[config.mk]
export PLATFORM = sky130hd
export DESIGN_NAME = proc_sequencer
export DESIGN_NICKNAME = d
export VERILOG_FILES = /design/src/rtl/proc_pkg.sv /design/src/rtl/seq_watchdog.sv /design/src/rtl/proc_sequencer.sv
export SDC_FILE = /design/constraint.sdc
export NUM_CORES = 1
export LEC_CHECK = 0
export CORE_MARGIN = 2
export CORE_UTILIZATION = 47
export DETAILED_ROUTE_END_ITERATION = 8
export GPL_TIMING_DRIVEN = 0
export PLACE_DENSITY = 0.79
export SLEW_MARGIN = 20
export SYNTH_ARGS = -nofsm -noshare
export SYNTH_HDL_FRONTEND = slang
export SYNTH_SLANG_ARGS = --single-unit
[constraint.sdc]
create_clock -name Clock -period 1.9 [get_ports Clock]
set_clock_uncertainty 0.05 [all_clocks]
set_input_delay 0.285 -clock Clock [delete_from_list [all_inputs] [get_ports Clock]]
set_output_delay 0.285 -clock Clock [all_outputs]
set_load 0.03 [all_outputs]
[src/rtl/proc_pkg.sv]
// Shared opcode and state definitions for the program sequencer and its watchdog.
package proc_pkg;

    localparam logic [2:0] OP_MV   = 3'b000;
    localparam logic [2:0] OP_MVI  = 3'b001;
    localparam logic [2:0] OP_ADD  = 3'b010;
    localparam logic [2:0] OP_SUB  = 3'b011;
    localparam logic [2:0] OP_HALT = 3'b111;

    typedef enum logic [1:0] {
        StIdle,
        StFetch,
        StIssue,
        StWait
    } seq_state_e;

    // Only opcodes 000-011 reach the processor; HALT is handled before this test.
    function automatic logic op_legal(input logic [2:0] op);
        return !op[2];
    endfunction

endpackage

[src/rtl/seq_watchdog.sv]
// Loadable down-counter bounding how long the sequencer waits for Done.
module seq_watchdog #(
    parameter int unsigned TIMEOUT = 7
) (
    input  logic Clock,
    input  logic Resetn,
    input  logic load,
    input  logic dec,
    output logic expired
);

    localparam int unsigned CW = $clog2(TIMEOUT + 1);

    logic [CW-1:0] count;

    // Loaded with TIMEOUT-1 so expired is high during the last permitted wait cycle.
    always_ff @(posedge Clock) begin
        if (!Resetn) begin
            count <= '0;
        end else if (load) begin
            count <= CW'(TIMEOUT - 1);
        end else if (dec && count != '0) begin
            count <= count - CW'(1);
        end
    end

    assign expired = (count == '0);

endmodule

[src/rtl/proc_sequencer.sv]
// Instruction-fetch controller feeding the 9-bit simple processor from a synchronous ROM.
module proc_sequencer
    import proc_pkg::*;
#(
    parameter int unsigned AW      = 5,
    parameter int unsigned TIMEOUT = 7
) (
    input  logic          Clock,
    input  logic          Resetn,
    input  logic          Start,
    input  logic          Step,
    input  logic          Pause,
    output logic [AW-1:0] Rom_Addr,
    input  logic [8:0]    Rom_Q,
    output logic [8:0]    Proc_DIN,
    output logic          Proc_Run,
    input  logic          Proc_Done,
    output logic [AW-1:0] PC,
    output logic          Busy,
    output logic          Halted,
    output logic          Illegal,
    output logic          Error,
    output logic [15:0]   Instr_Count
);

    seq_state_e state;
    logic       step_mode;
    logic       is_mvi;
    logic       wd_expired;
    logic [2:0] op;

    assign op = Rom_Q[8:6];

    seq_watchdog #(
        .TIMEOUT (TIMEOUT)
    ) u_watchdog (
        .Clock   (Clock),
        .Resetn  (Resetn),
        .load    ((state == StIssue) && op_legal(op)),
        .dec     (state == StWait),
        .expired (wd_expired)
    );

    // From ISSUE onward the ROM is pointed at PC+1 so WAIT sees the mvi immediate.
    always_comb begin
        Proc_Run = 1'b0;
        Proc_DIN = '0;
        Rom_Addr = PC;
        case (state)
            StIssue: begin
                Rom_Addr = PC + 1'b1;
                if (op_legal(op)) begin
                    Proc_Run = 1'b1;
                    Proc_DIN = Rom_Q;
                end
            end
            StWait: begin
                Rom_Addr = PC + 1'b1;
                Proc_DIN = Rom_Q;
            end
            default: ;
        endcase
    end

    always_ff @(posedge Clock) begin
        if (!Resetn) begin
            state       <= StIdle;
            PC          <= '0;
            Instr_Count <= '0;
            Busy        <= 1'b0;
            Halted      <= 1'b0;
            Illegal     <= 1'b0;
            Error       <= 1'b0;
            step_mode   <= 1'b0;
            is_mvi      <= 1'b0;
        end else begin
            unique case (state)
                StIdle: begin
                    if (Start) begin
                        PC        <= '0;
                        Halted    <= 1'b0;
                        step_mode <= 1'b0;
                        Busy      <= 1'b1;
                        state     <= StFetch;
                    end else if (Step) begin
                        step_mode <= 1'b1;
                        Busy      <= 1'b1;
                        state     <= StFetch;
                    end
                end
                StFetch: state <= StIssue;
                StIssue: begin
                    is_mvi <= (op == OP_MVI);
                    if (op == OP_HALT) begin
                        Halted <= 1'b1;
                        Busy   <= 1'b0;
                        state  <= StIdle;
                    end else if (op_legal(op)) begin
                        state <= StWait;
                    end else begin
                        Illegal <= 1'b1;
                        PC      <= PC + 1'b1;
                        if (step_mode) begin
                            Busy  <= 1'b0;
                            state <= StIdle;
                        end else begin
                            state <= StFetch;
                        end
                    end
                end
                StWait: begin
                    if (Proc_Done) begin
                        if (Instr_Count != 16'hFFFF) Instr_Count <= Instr_Count + 1'b1;
                        PC <= is_mvi ? PC + AW'(2) : PC + AW'(1);
                        if (step_mode || Pause) begin
                            Busy  <= 1'b0;
                            state <= StIdle;
                        end else begin
                            state <= StFetch;
                        end
                    end else if (wd_expired) begin
                        Error <= 1'b1;
                        PC    <= PC + 1'b1;
                        Busy  <= 1'b0;
                        state <= StIdle;
                    end
                end
                default: state <= StIdle;
            endcase
        end
    end

endmodule

# After elaboration in Yosys (flattened, before gate mapping)
# Index checks and enable logic that the tools add are counted.
dict set report op_classes {
  add_sub_neg 4
  n_mul 0
  div_mod_pow 0
  order_cmp 0
  n_eq_ne 15
  shifts 0
  mux 36
  n_bitwise 3
  reduce_logical 21
}
# operator n
set ops {}
lappend ops {{$mux W5} 7}
lappend ops {{$pmux W9 S2} 1}
lappend ops {{$add A16 B1 Y16 const B} 1}
lappend ops {{$ne A16 B16 Y1 const B} 1}
lappend ops {{$mux W1} 15}
lappend ops {{$pmux W5 S3} 1}
lappend ops {{$mux W2} 6}
lappend ops {{$reduce_and A3 Y1} 4}
lappend ops {{$ne A3 B3 Y1 const B} 3}
lappend ops {{$mux W8} 1}
lappend ops {{$pmux W2 S4} 1}
lappend ops {{$mux W3} 2}
lappend ops {{$ne A2 B2 Y1 const B} 3}
lappend ops {{$ne A3 B2 Y1 const B} 2}
lappend ops {{$reduce_and A6 Y1} 1}
lappend ops {{$reduce_bool A2 Y1} 3}
lappend ops {{$reduce_bool A3 Y1} 2}
lappend ops {{$add A5 B1 Y5 const B} 1}
lappend ops {{$add A5 B2 Y5 const B} 1}
lappend ops {{$reduce_and A5 Y1} 1}
lappend ops {{$eq A2 B2 Y1 const B} 2}
lappend ops {{$reduce_and A2 Y1} 2}
lappend ops {{$reduce_or A2 Y1} 2}
lappend ops {{$eq A3 B1 Y1 const B} 1}
lappend ops {{12 further kinds} 15}
dict set report totals {
  regBits 32
  latch_bits 0
  ramBits 0
  mem_bits_ro 0
  input_bits 15
  output_inout_bits 40
  wordCells 90
  n_memories 0
}

# Longest topological paths before layout
# Gate-level depths: netlist of the first run.
dict set report depth {
  ltp_word 4
  ltp_mapped 6
  mapped_depth_nobuf 6
}

# Hierarchy
# A second synthesis of the first run with hierarchy kept.
dict set report hier_totals {
  hier_cells 231
  hier_area_um2 1868.0
}
# mod instances cells_per_inst area_per_inst_um2 seq_area_each_um2
set modules_own_cells {}
lappend modules_own_cells {proc_sequencer 1 211 1685.4 580.6}
lappend modules_own_cells {seq_watchdog 1 20 182.7 60.1}

# Worst setup path before layout of the first run
# Ideal clock, no wire load.
dict set report synth_timing {
  path_type {register -> output}
  from {register PC[1]}
  to {output Rom_Addr[4]}
  t_arrival_ps 1539
  required_time_ps 1565
  path_slack_ps 26
  path_stages_with_launch 4
  n_path_buf 0
  cell_sequence {dfxtp_1 ha_1 nand4_1 xnor2_1}
}
dict set report synth_via {
  elab_chain_cells 2
}
# element line
set synth_lines {}
lappend synth_lines {{start, declared} proc_sequencer.sv:18} ;# output logic [AW-1:0] PC,
lappend synth_lines {{start signal, assigned} proc_sequencer.sv:102} ;# PC <= PC + 1'b1;
lappend synth_lines {{start signal, assigned} proc_sequencer.sv:114} ;# PC <= is_mvi ? PC + AW'(2) : PC + AW'(1);
lappend synth_lines {{start signal, assigned} proc_sequencer.sv:123} ;# PC <= PC + 1'b1;
lappend synth_lines {{$add A5 B1 Y5} {proc_sequencer.sv:51, proc_sequencer.sv:58}}
lappend synth_lines {{$mux W5} -}
lappend synth_lines {{end, declared} proc_sequencer.sv:13} ;# output logic [AW-1:0] Rom_Addr,
# No other way between the ends.

# Final worst setup path of the first run
dict set report layout_timing {
  from {register state[1]}
  to {output Rom_Addr[0]}
}
dict set report layout_via {
  elab_chain_cells 3
  elab_cells_between_ends 4
  classes_between {eq/ne (2); mux (1); reduce/logical (1)}
}
# element line
set layout_lines {}
lappend layout_lines {{start, declared} proc_sequencer.sv:26} ;# seq_state_e state;
lappend layout_lines {{start signal, assigned} proc_sequencer.sv:67} ;# state <= StIdle;
lappend layout_lines {{start signal, assigned} proc_sequencer.sv:84} ;# state <= StFetch;
lappend layout_lines {{start signal, assigned} proc_sequencer.sv:88} ;# state <= StFetch;
lappend layout_lines {{$eq A2 B2 Y1} proc_sequencer.sv:49} ;# case (state)
lappend layout_lines {{$reduce_or A2 Y1 (no source line) (*)} -}
lappend layout_lines {{$mux W5 (*)} -}
# Mark *: on every way between the ends. The rest lies on a longest branch, timed or not.

==> results by stage, run 1 <==
Power:
- Of the total power, registers draw 46.9%.
- The net switching component of the power is 0.429 mW.
- The internal portion of the total power is 1.07 mW.
- Combinational logic burns 20.0% of the power.
- The overall power after layout is 1.49 mW.
- The share of total power in the clock network is 33.1%.
- In this run switching power makes up 28.7% of total power.
- VDD sags by at most 0.612 mV.
- Dividing total power by cell area gives a power density of 561 mW/mm^2.
- The analysis attributes to cell leakage a power of 1.00 nW.

Worst setup path:
- The total number of cells along the worst setup path is 4.
- The slowest cell on the critical path is sky130_fd_sc_hd__dfxtp_2.
- The critical path starts at state[1].
- By startpoint and endpoint, the worst setup path is classified as register to output pin.
- STA puts the critical path data arrival time at 1480 ps.
- The delay of the slowest cell on the worst path is 370 ps.
- Counting cells, the worst reg-to-reg path comes to 6.
- The buffer and inverter count on the worst path is 3.
- Counting stages on the worst path, the most repeated cell is sky130_fd_sc_hd__buf_4.
- Along the worst path, the maximum fanout reaches 10.
- The worst setup path is captured at an output pin.
- STA classifies the critical path startpoint as a register.
- The worst reg-to-reg setup slack is 130 ps.
- The worst reg2reg path endpoint is PC[2].
- The kind of cell with the highest combined delay along the critical path is buffers and inverters.
- The end of the critical path is Rom_Addr[0].
- Traced cell by cell, the critical path runs through buf_4 > buf_4 > xor2_1 > clkdlybuf4s15_2.
- The worst reg2reg path startpoint is u_watchdog.count[0].
- For the worst setup path, the data required time is 1560 ps.

Die:
- The area of the die is 0.00458 sq mm.
- After floorplanning, the core was sized to cover 0.00394 sq mm.
- The effective utilization at floorplan is 48.3%.
- The floorplan has 23 rows.
- The horizontal extent of the die is 67.7 um.
- 55 I/O pins were placed.
- In this run the vertical extent of the chip is 67.7 um.

Clock network:
- The cell sitting at the root of the clock tree is a sky130_fd_sc_hd__clkbuf_8.
- The number of levels in the clock H-tree is 2.
- After clock tree synthesis, the clock-pin slew on the worst setup and hold paths is 60 ps.
- TritonCTS built the clock tree.
- In this run the deepest clock path goes through 2 buffers.
- The worst-skew pair later-pin latency is 280 ps.
- After clock tree synthesis, the flow added hold-fix buffers numbering 0.
- In this run, CTS created clock tree buffers numbering 5.
- The number of sinks on the clock net is 32.

STA:
- For this run, the top clock speed supported by timing is 552 MHz.
- The tightest hold path in the finished design has a slack of 449 ps.
- In the finished design, the share of the clock period the worst path needs comes to 95.4%.
- The clock period could shrink to 1810 ps.
- The final-report hold violation count is 0.
- The tightest slew margin relative to the limit is 63.8%.
- The aggregate negative setup slack is 0 ps.
- The slew at the pin closest to its max-slew limit is 543 ps.
- The number of pins exceeding their max-slew limit in the final report is 0.
- The count of final setup violators is 0.
- The worst path setup slack after routing is 88.2 ps.

Layout:
- The area growth from synthesis to final layout is 39.7%.
- The net count of the finished layout is 317.
- The count of filler cells inserted in the layout is 334.
- The most frequent standard cell in the layout excluding fill and tap cells is sky130_fd_sc_hd__clkdlybuf4s50_1.
- The repair_antennas step left the layout with diodes totalling 0.
- The fraction of layout cells with a size suffix above 1 is 17.2%.
- After routing the design area is 0.00266 sq mm.
- In the layout the commonest cells are 35 x sky130_fd_sc_hd__clkdlybuf4s50_1, 30 x sky130_fd_sc_hd__dfxtp_1, 23 x sky130_fd_sc_hd__nor2_1.

Yosys:
- Yosys printed 0 warnings.
- Counting every net in the synthesized netlist gives 253.
- After technology mapping, the gate count stands at 233.
- The synthesized design contains 32 register bits.
- The post-synthesis async set-or-reset flop share is 0%.
- The synthesized design contains 0 enable-type register cells.
- In the synthesized netlist the dominant register cell turns out to be sky130_fd_sc_hd__dfxtp_1.
- The post-synthesis cell type count is 51.
- The mapped netlist covers 0.00191 sq mm.
- The sequential share of the synthesized area is 33.6%.
- The mean post-synth cell area is 8.18 sq um.

Placement:
- The global placer's final weighted congestion is 0.815.
- After legalization and detailed placement, the total HPWL measured 3600 um.
- The cell area after placement is 0.00251 sq mm.
- At the placement stage, the worst setup path has a slack of -678 ps.
- Buffers placed on the I/O ports in this run total 54.

Global routing:
- The via count of the first global-routing pass is 1716.
- The first global-routing pass estimated 8000 um of wire.
- The total overflow left after global routing is 0.
- The initial antenna violation count was 0.
- Global routing used 23.2% of the available tracks across all layers.
- The maximum number of pins on one net before global-route repair is 11.

Route:
- The routed length on met1 is 2290 um.
- The first-pass detailed-route iteration total is 4.
- The total via count in the routed design is 2000.
- The count of nets left with antenna violations after detail routing is 0.
- The routed wire length on met3 is 305 um.
- The post-detailed-route via-to-cell ratio is 5.76.
- The wire length on met2 is 2450 um.
- After detailed routing, the average wire length per cell comes to 14.6 um.
- The initial DRC count is 123.
- The final routed DRC violation total is 0.
- The aggregate routed wire length is 5070 um.
- The highest metal layer with signal wires is met4.

Outcome:
- The run finished with clean final reports.

Hold path:
- The type of the tightest min-delay check is register to register.

Run:
- Across the run, the number of max-cap violations was 0.
-- metrics by stage --
step | util [%] | cells
after floorplan | - | 233
after global placement | 63.6 | 337
after detailed placement | 63.6 | 337
after CTS | 65.8 | 344
after global routing | 67.5 | 347
final | 67.5 | 347
-- cell families (layout without fill, tap and decap cells) --
kind of cell,Yosys count,after routing,share of synthesized area (%)
buf+inv,20,84,4.14
mux,6,6,3.15
fa+ha+maj,5,5,3.28
xor+xnor,7,7,3.22
simple gates,103,103,31.1
compound gates,60,60,21.5
flops,32,32,33.6
-- layer usage --
layer  track usage, %  vias to the layer above
met5                0                        -
met4             7.65                        0
met3             5.00                        4
met2             36.4                       75
li1                 -                      989
met1             31.5                      932
-- Yosys cell counts (6+ instances only) --
library cell	n	share of area, %
sky130_fd_sc_hd__and2_1	9	3.0
sky130_fd_sc_hd__o31ai_1	7	2.8
sky130_fd_sc_hd__nand2_1	21	4.1
sky130_fd_sc_hd__o21ai_0	9	2.4
sky130_fd_sc_hd__nand3_1	7	1.8
sky130_fd_sc_hd__dfxtp_1	32	34
sky130_fd_sc_hd__inv_1	8	1.6
sky130_fd_sc_hd__or4_1	7	2.8
sky130_fd_sc_hd__clkbuf_1	7	1.4
sky130_fd_sc_hd__a21oi_1	17	4.5
sky130_fd_sc_hd__nor2_1	24	4.7
sky130_fd_sc_hd__mux2i_1	6	3.2
-- power by group through the flow --
stage / Combinational (mW) / Clock [mW] / Sequential, mW
floorplan: 0.147 / 0 / 0.725
global placement: 0.265 / 0 / 0.713
detailed placement: 0.268 / 0 / 0.713
CTS: 0.278 / 0.505 / 0.699
global route: 0.321 / 0.537 / 0.702
finish: 0.299 / 0.494 / 0.701
-- worst min-delay path by stage --
stage	endpoint	slack (ps)	from	depth (start not counted)
after floorplan	step_mode	370	Step	2
after global placement	Illegal	410	Illegal	2
after detailed placement	Error	430	Error	2
after CTS	Error	440	Error	2
after global routing	Error	470	Error	2
final	Illegal	450	Illegal	2
-- registers in the layout, summed over array words and instances (netlist names) --
| signal | flops |
|---|---|
| Busy | 1 |
| Error | 1 |
| Halted | 1 |
| Illegal | 1 |
| Instr_Count | 16 |
| PC | 5 |
| is_mvi | 1 |
| state | 2 |
| step_mode | 1 |
| u_watchdog.count | 3 |
-- repair_timing --
item,in CTS,in global routing
endpoints found under the setup margin,16,27
pin swaps,0,3
resized for setup,89,24
hold endpoints to repair,0,0
setup buffers,0,3
-- worst min-delay path, stage by stage, from the launching register on --
cell                      delay, ps
sky130_fd_sc_hd__dfxtp_1        330
sky130_fd_sc_hd__a21oi_1         40
sky130_fd_sc_hd__nor2_1          90
-- layout make-up --
| type | instances | area (sq um) | area share [%] |
|---|---|---|---|
| Inverter | 9 | 33.8 | 1.27 |
| Multi-Input combinational cell | 181 | 1230 | 46.3 |
| Timing Repair Buffer | 57 | 549 | 20.6 |
| Clock inverter | 1 | 5.00 | 0.188 |
| Sequential cell | 32 | 643 | 24.2 |
| Tap cell | 50 | 62.6 | 2.35 |
| Buffer | 11 | 63.8 | 2.40 |
| Clock buffer | 6 | 72.6 | 2.73 |
Power figures use the tool's default switching activity.
==> inputs of run 2 (changes only) <==
--- a/config.mk
+++ b/config.mk
@@ -6,10 +6,10 @@
 export NUM_CORES = 1
 export LEC_CHECK = 0
 export CORE_MARGIN = 2
-export CORE_UTILIZATION = 47
+export CORE_UTILIZATION = 43
 export DETAILED_ROUTE_END_ITERATION = 8
 export GPL_TIMING_DRIVEN = 0
-export PLACE_DENSITY = 0.79
+export PLACE_DENSITY = 0.76
 export SLEW_MARGIN = 20
 export SYNTH_ARGS = -nofsm -noshare
 export SYNTH_HDL_FRONTEND = slang
==> constraint.sdc (replaced) <==
create_clock -name Clock -period 1.52 [get_ports Clock]
set_clock_uncertainty 0.05 [all_clocks]
set_input_delay 0.228 -clock Clock [delete_from_list [all_inputs] [get_ports Clock]]
set_output_delay 0.228 -clock Clock [all_outputs]
set_load 0.03 [all_outputs]
==> run 2 against run 1 <==
  * The flow now finishes with violations (negative setup slack)
  * Die area increased by 8.7%
  * Count of clock-buffer cells in the layout increased by 1
  * Sequential power increased by 23%
  * Worst setup slack got worse by 290 ps
  * Design area increased by 22%
  * Flip-flop and latch count unchanged
  * Wire length increased by 24%
  * Critical endpoint is now Rom_Addr[4]
  * Largest power group unchanged
==> results by stage, run 2 (synthesis gave the netlist of run 1 again) <==
STA:
- Setup repair after global routing could not meet its margin everywhere.
- The count of final setup violators is 29.
- Based on the critical path, the design can be clocked at up to 581 MHz.
- The number of pins exceeding their max-slew limit in the final report is 0.
- The tightest slew margin relative to the limit is 73.1%.
- The worst path uses 113% of the clock period.
- The worst path setup slack after routing is -202 ps.
- The smallest clock period supported by the final layout is computed as 1720 ps.
- The slew at the pin closest to its max-slew limit is 402 ps.
- The final-report hold violation count is 0.

Clock network:
- At the later pin of the worst-skew pair, clock insertion delay measures 290 ps.
- The largest buffer count on any clock path is 2.
- The clock buffer count from CTS is 5.
- The tree built by TritonCTS fans out to 32 sinks.
- The post-cts hold buffer count is 0.
- The clock-pin transition on the worst setup and hold timing paths is 70 ps.
- The TritonCTS clock tree is yes.
- In this run the number of H-tree levels came out at 2.
- The tree is rooted in a sky130_fd_sc_hd__clkbuf_8.

Route:
- The final routed wire length divided by cell count is 16.5 um.
- The post-detailed-route via-to-cell ratio is 5.88.
- The count of nets left with antenna violations after detail routing is 0.
- The initial DRC count is 98.
- Summed over all nets, wire length on met2 after detailed routing comes to 3210 um.
- The first-pass detailed-route iteration total is 4.
- Wire segments on met3 add up to 385 um in the final route.
- For this run, design rule violations remaining after detail routing come to 0.
- For this block, the via count after detailed routing is 2240.
- The highest metal layer with signal wires is met4.
- Summed over all layers, the routed wires come to 6280 um.
- In the final routing, the length of wire on met1 measures 2510 um.

Die:
- After floorplanning, the core was divided into 24 placement rows.
- After floorplanning, the core was sized to cover 0.00432 sq mm.
- The number of top-level design ports is 55.
- The effective utilization at floorplan is 44.1%.
- The floorplan step set the die width to 70.6 um.
- The floorplan step defined a die boundary enclosing 0.00498 sq mm.
- The die is 70.6 um tall.

Worst setup path:
- At the worst endpoint, the required time is 1240 ps.
- The worst reg-to-reg setup slack is -130 ps.
- For this design, the slowest cell found on the critical path is sky130_fd_sc_hd__dfxtp_4.
- The worst reg2reg path endpoint is Instr_Count[12].
- The signal on the critical path passes through buf_8 > buf_8 > nand4_1 > xnor2_4 > buf_6.
- For the worst flop-to-flop path, the logic depth is 5.
- STA classifies the critical path endpoint as an output pin.
- The worst register-to-register path begins at state[1].
- At the worst endpoint, the arrival time is 1440 ps.
- The worst setup path is launched from a register.
- The critical path's most frequent cell is sky130_fd_sc_hd__buf_8.
- On the worst path, the slowest cell contributes a delay of 370 ps.
- By startpoint and endpoint, the worst setup path is classified as register to output pin.
- The top fanout value on the critical path is 7.

Layout:
- The fraction of layout cells with a size suffix above 1 is 45.6%.
- The register with the most flip-flops in the final layout is Instr_Count.
- The final layout contains 348 nets.
- Leaving out fill and tap cells, the most frequent cell in the layout is sky130_fd_sc_hd__buf_4.
- The antenna diode instance count is 0.
- The filler cells instantiated in the layout total 299.
- The area growth from synthesis to final layout is 71.0%.
- The register with the most flip-flops in the layout has 16 of them.
- The library cells used most frequently in the layout, excluding fill and tap cells, are 37 x sky130_fd_sc_hd__buf_4, 26 x sky130_fd_sc_hd__dlygate4sd2_1, 19 x sky130_fd_sc_hd__nor2_1.
- The largest registers in the layout are Instr_Count: 16 flops, PC: 5 flops, u_watchdog.count: 3 flops.
- The number of cells in the finished layout apart from fillers is 381.
- The core utilization of the finished layout is 75.3%.

Hold path:
- The type of the tightest min-delay check is input pin to register.
- The cell count of the worst hold path is 3.
- The worst hold path terminates at Halted.
- In this run the most critical hold path is launched from Rom_Q[6].

Power:
- The worst-case IR drop observed on VDD is 0.329 mV.
- The power density over the cells is 620 mW/mm^2.
- The standby leakage power is 1.43 nW.

Outcome:
- The flow ran to the end, but the final reports show violations.
- The checks that failed: negative setup slack.

Placement:
- Counting tap cells, the placed design contains a total of 339 instances.
- Routability-driven placement finished with a final weighted congestion of 0.848.
- The count of input and output buffers is 54.
- Once detailed placement completed, the half-perimeter wirelength came to 3650 um.

Global routing:
- The first-pass GRT wire length is 9450 um.
- The maximum number of pins on one net before global-route repair is 11.
- For this run the aggregate overflow at the end of global routing stands at 0.
- Global routing consumed, over all layers together, 23.4% of the routing resources.
- The initial antenna violation count is 0.
- The via count of the first global-routing pass is 2136.

Run:
- The number of maximum-capacitance constraint violations is 0.
[run 2: power breakdown]
group          leakage [nW]  switching, mW  internal (mW)
combinational          1.11          0.279          0.238
clock                0.0422          0.318          0.321
sequential            0.275         0.0252          0.839
total                  1.43          0.622           1.40
[run 2: worst max-delay path by stage]
| stage | to | slack [ps] | from |
|---|---|---|---|
| 2_1_floorplan | Instr_Count[6] | -110 | Instr_Count[0] |
| 3_3_place_gp | Proc_DIN[3] | -770 | Rom_Q[8] |
| 3_5_place_dp | Proc_DIN[0] | -780 | Rom_Q[8] |
| 4_1_cts | Proc_DIN[3] | -180 | state[0] |
| 5_1_grt | Rom_Addr[4] | -240 | state[1] |
| 6_report | Rom_Addr[4] | -200 | state[1] |
[run 2: area by class of cell]
type                            instances  area (sq um)  area share (%)
Buffer                                  9          71.3            2.19
Inverter                                9          36.3            1.11
Sequential cell                        32           707            21.7
Timing Repair Buffer                   90           800            24.5
Clock buffer                            7          76.3            2.34
Multi-Input combinational cell        181          1500            46.0
Clock inverter                          1          5.00           0.154
Tap cell                               52          65.1            2.00
[run 2: repair_timing]
item                       CTS  global route
resized for setup          178            40
hold endpoints to repair     0             0
pin swaps                   26            21
setup buffers               22            14
setup endpoints to repair   66            41
[run 2: worst max-delay path, delay by kind of cell, from the launching register on]
kind / cells / cell delay, ps
xor+xnor: 1 / 220
buf+inv: 3 / 360
flops: 1 / 370
simple gates: 1 / 200
[run 2: stage by stage]
step           hold WS [ps]  TNS [ps]  total power [mW]  area (sq um)  setup WS [ps]
2_1_floorplan           317      -339              1.08          2050           -111
3_3_place_gp            421    -21280              1.21          2660           -766
3_5_place_dp            420    -21670              1.22          2660           -775
4_1_cts                 435     -2690              1.94          3020           -176
5_1_grt                 466     -4160              2.09          3260           -237
6_report                422     -2500              2.02          3260           -202
[run 2: per-layer routing]
layer	up-vias	track usage, %
met5	-	0
met1	1060	25.4
met3	20	5.27
met2	103	42.5
met4	0	12.4
li1	1057	-
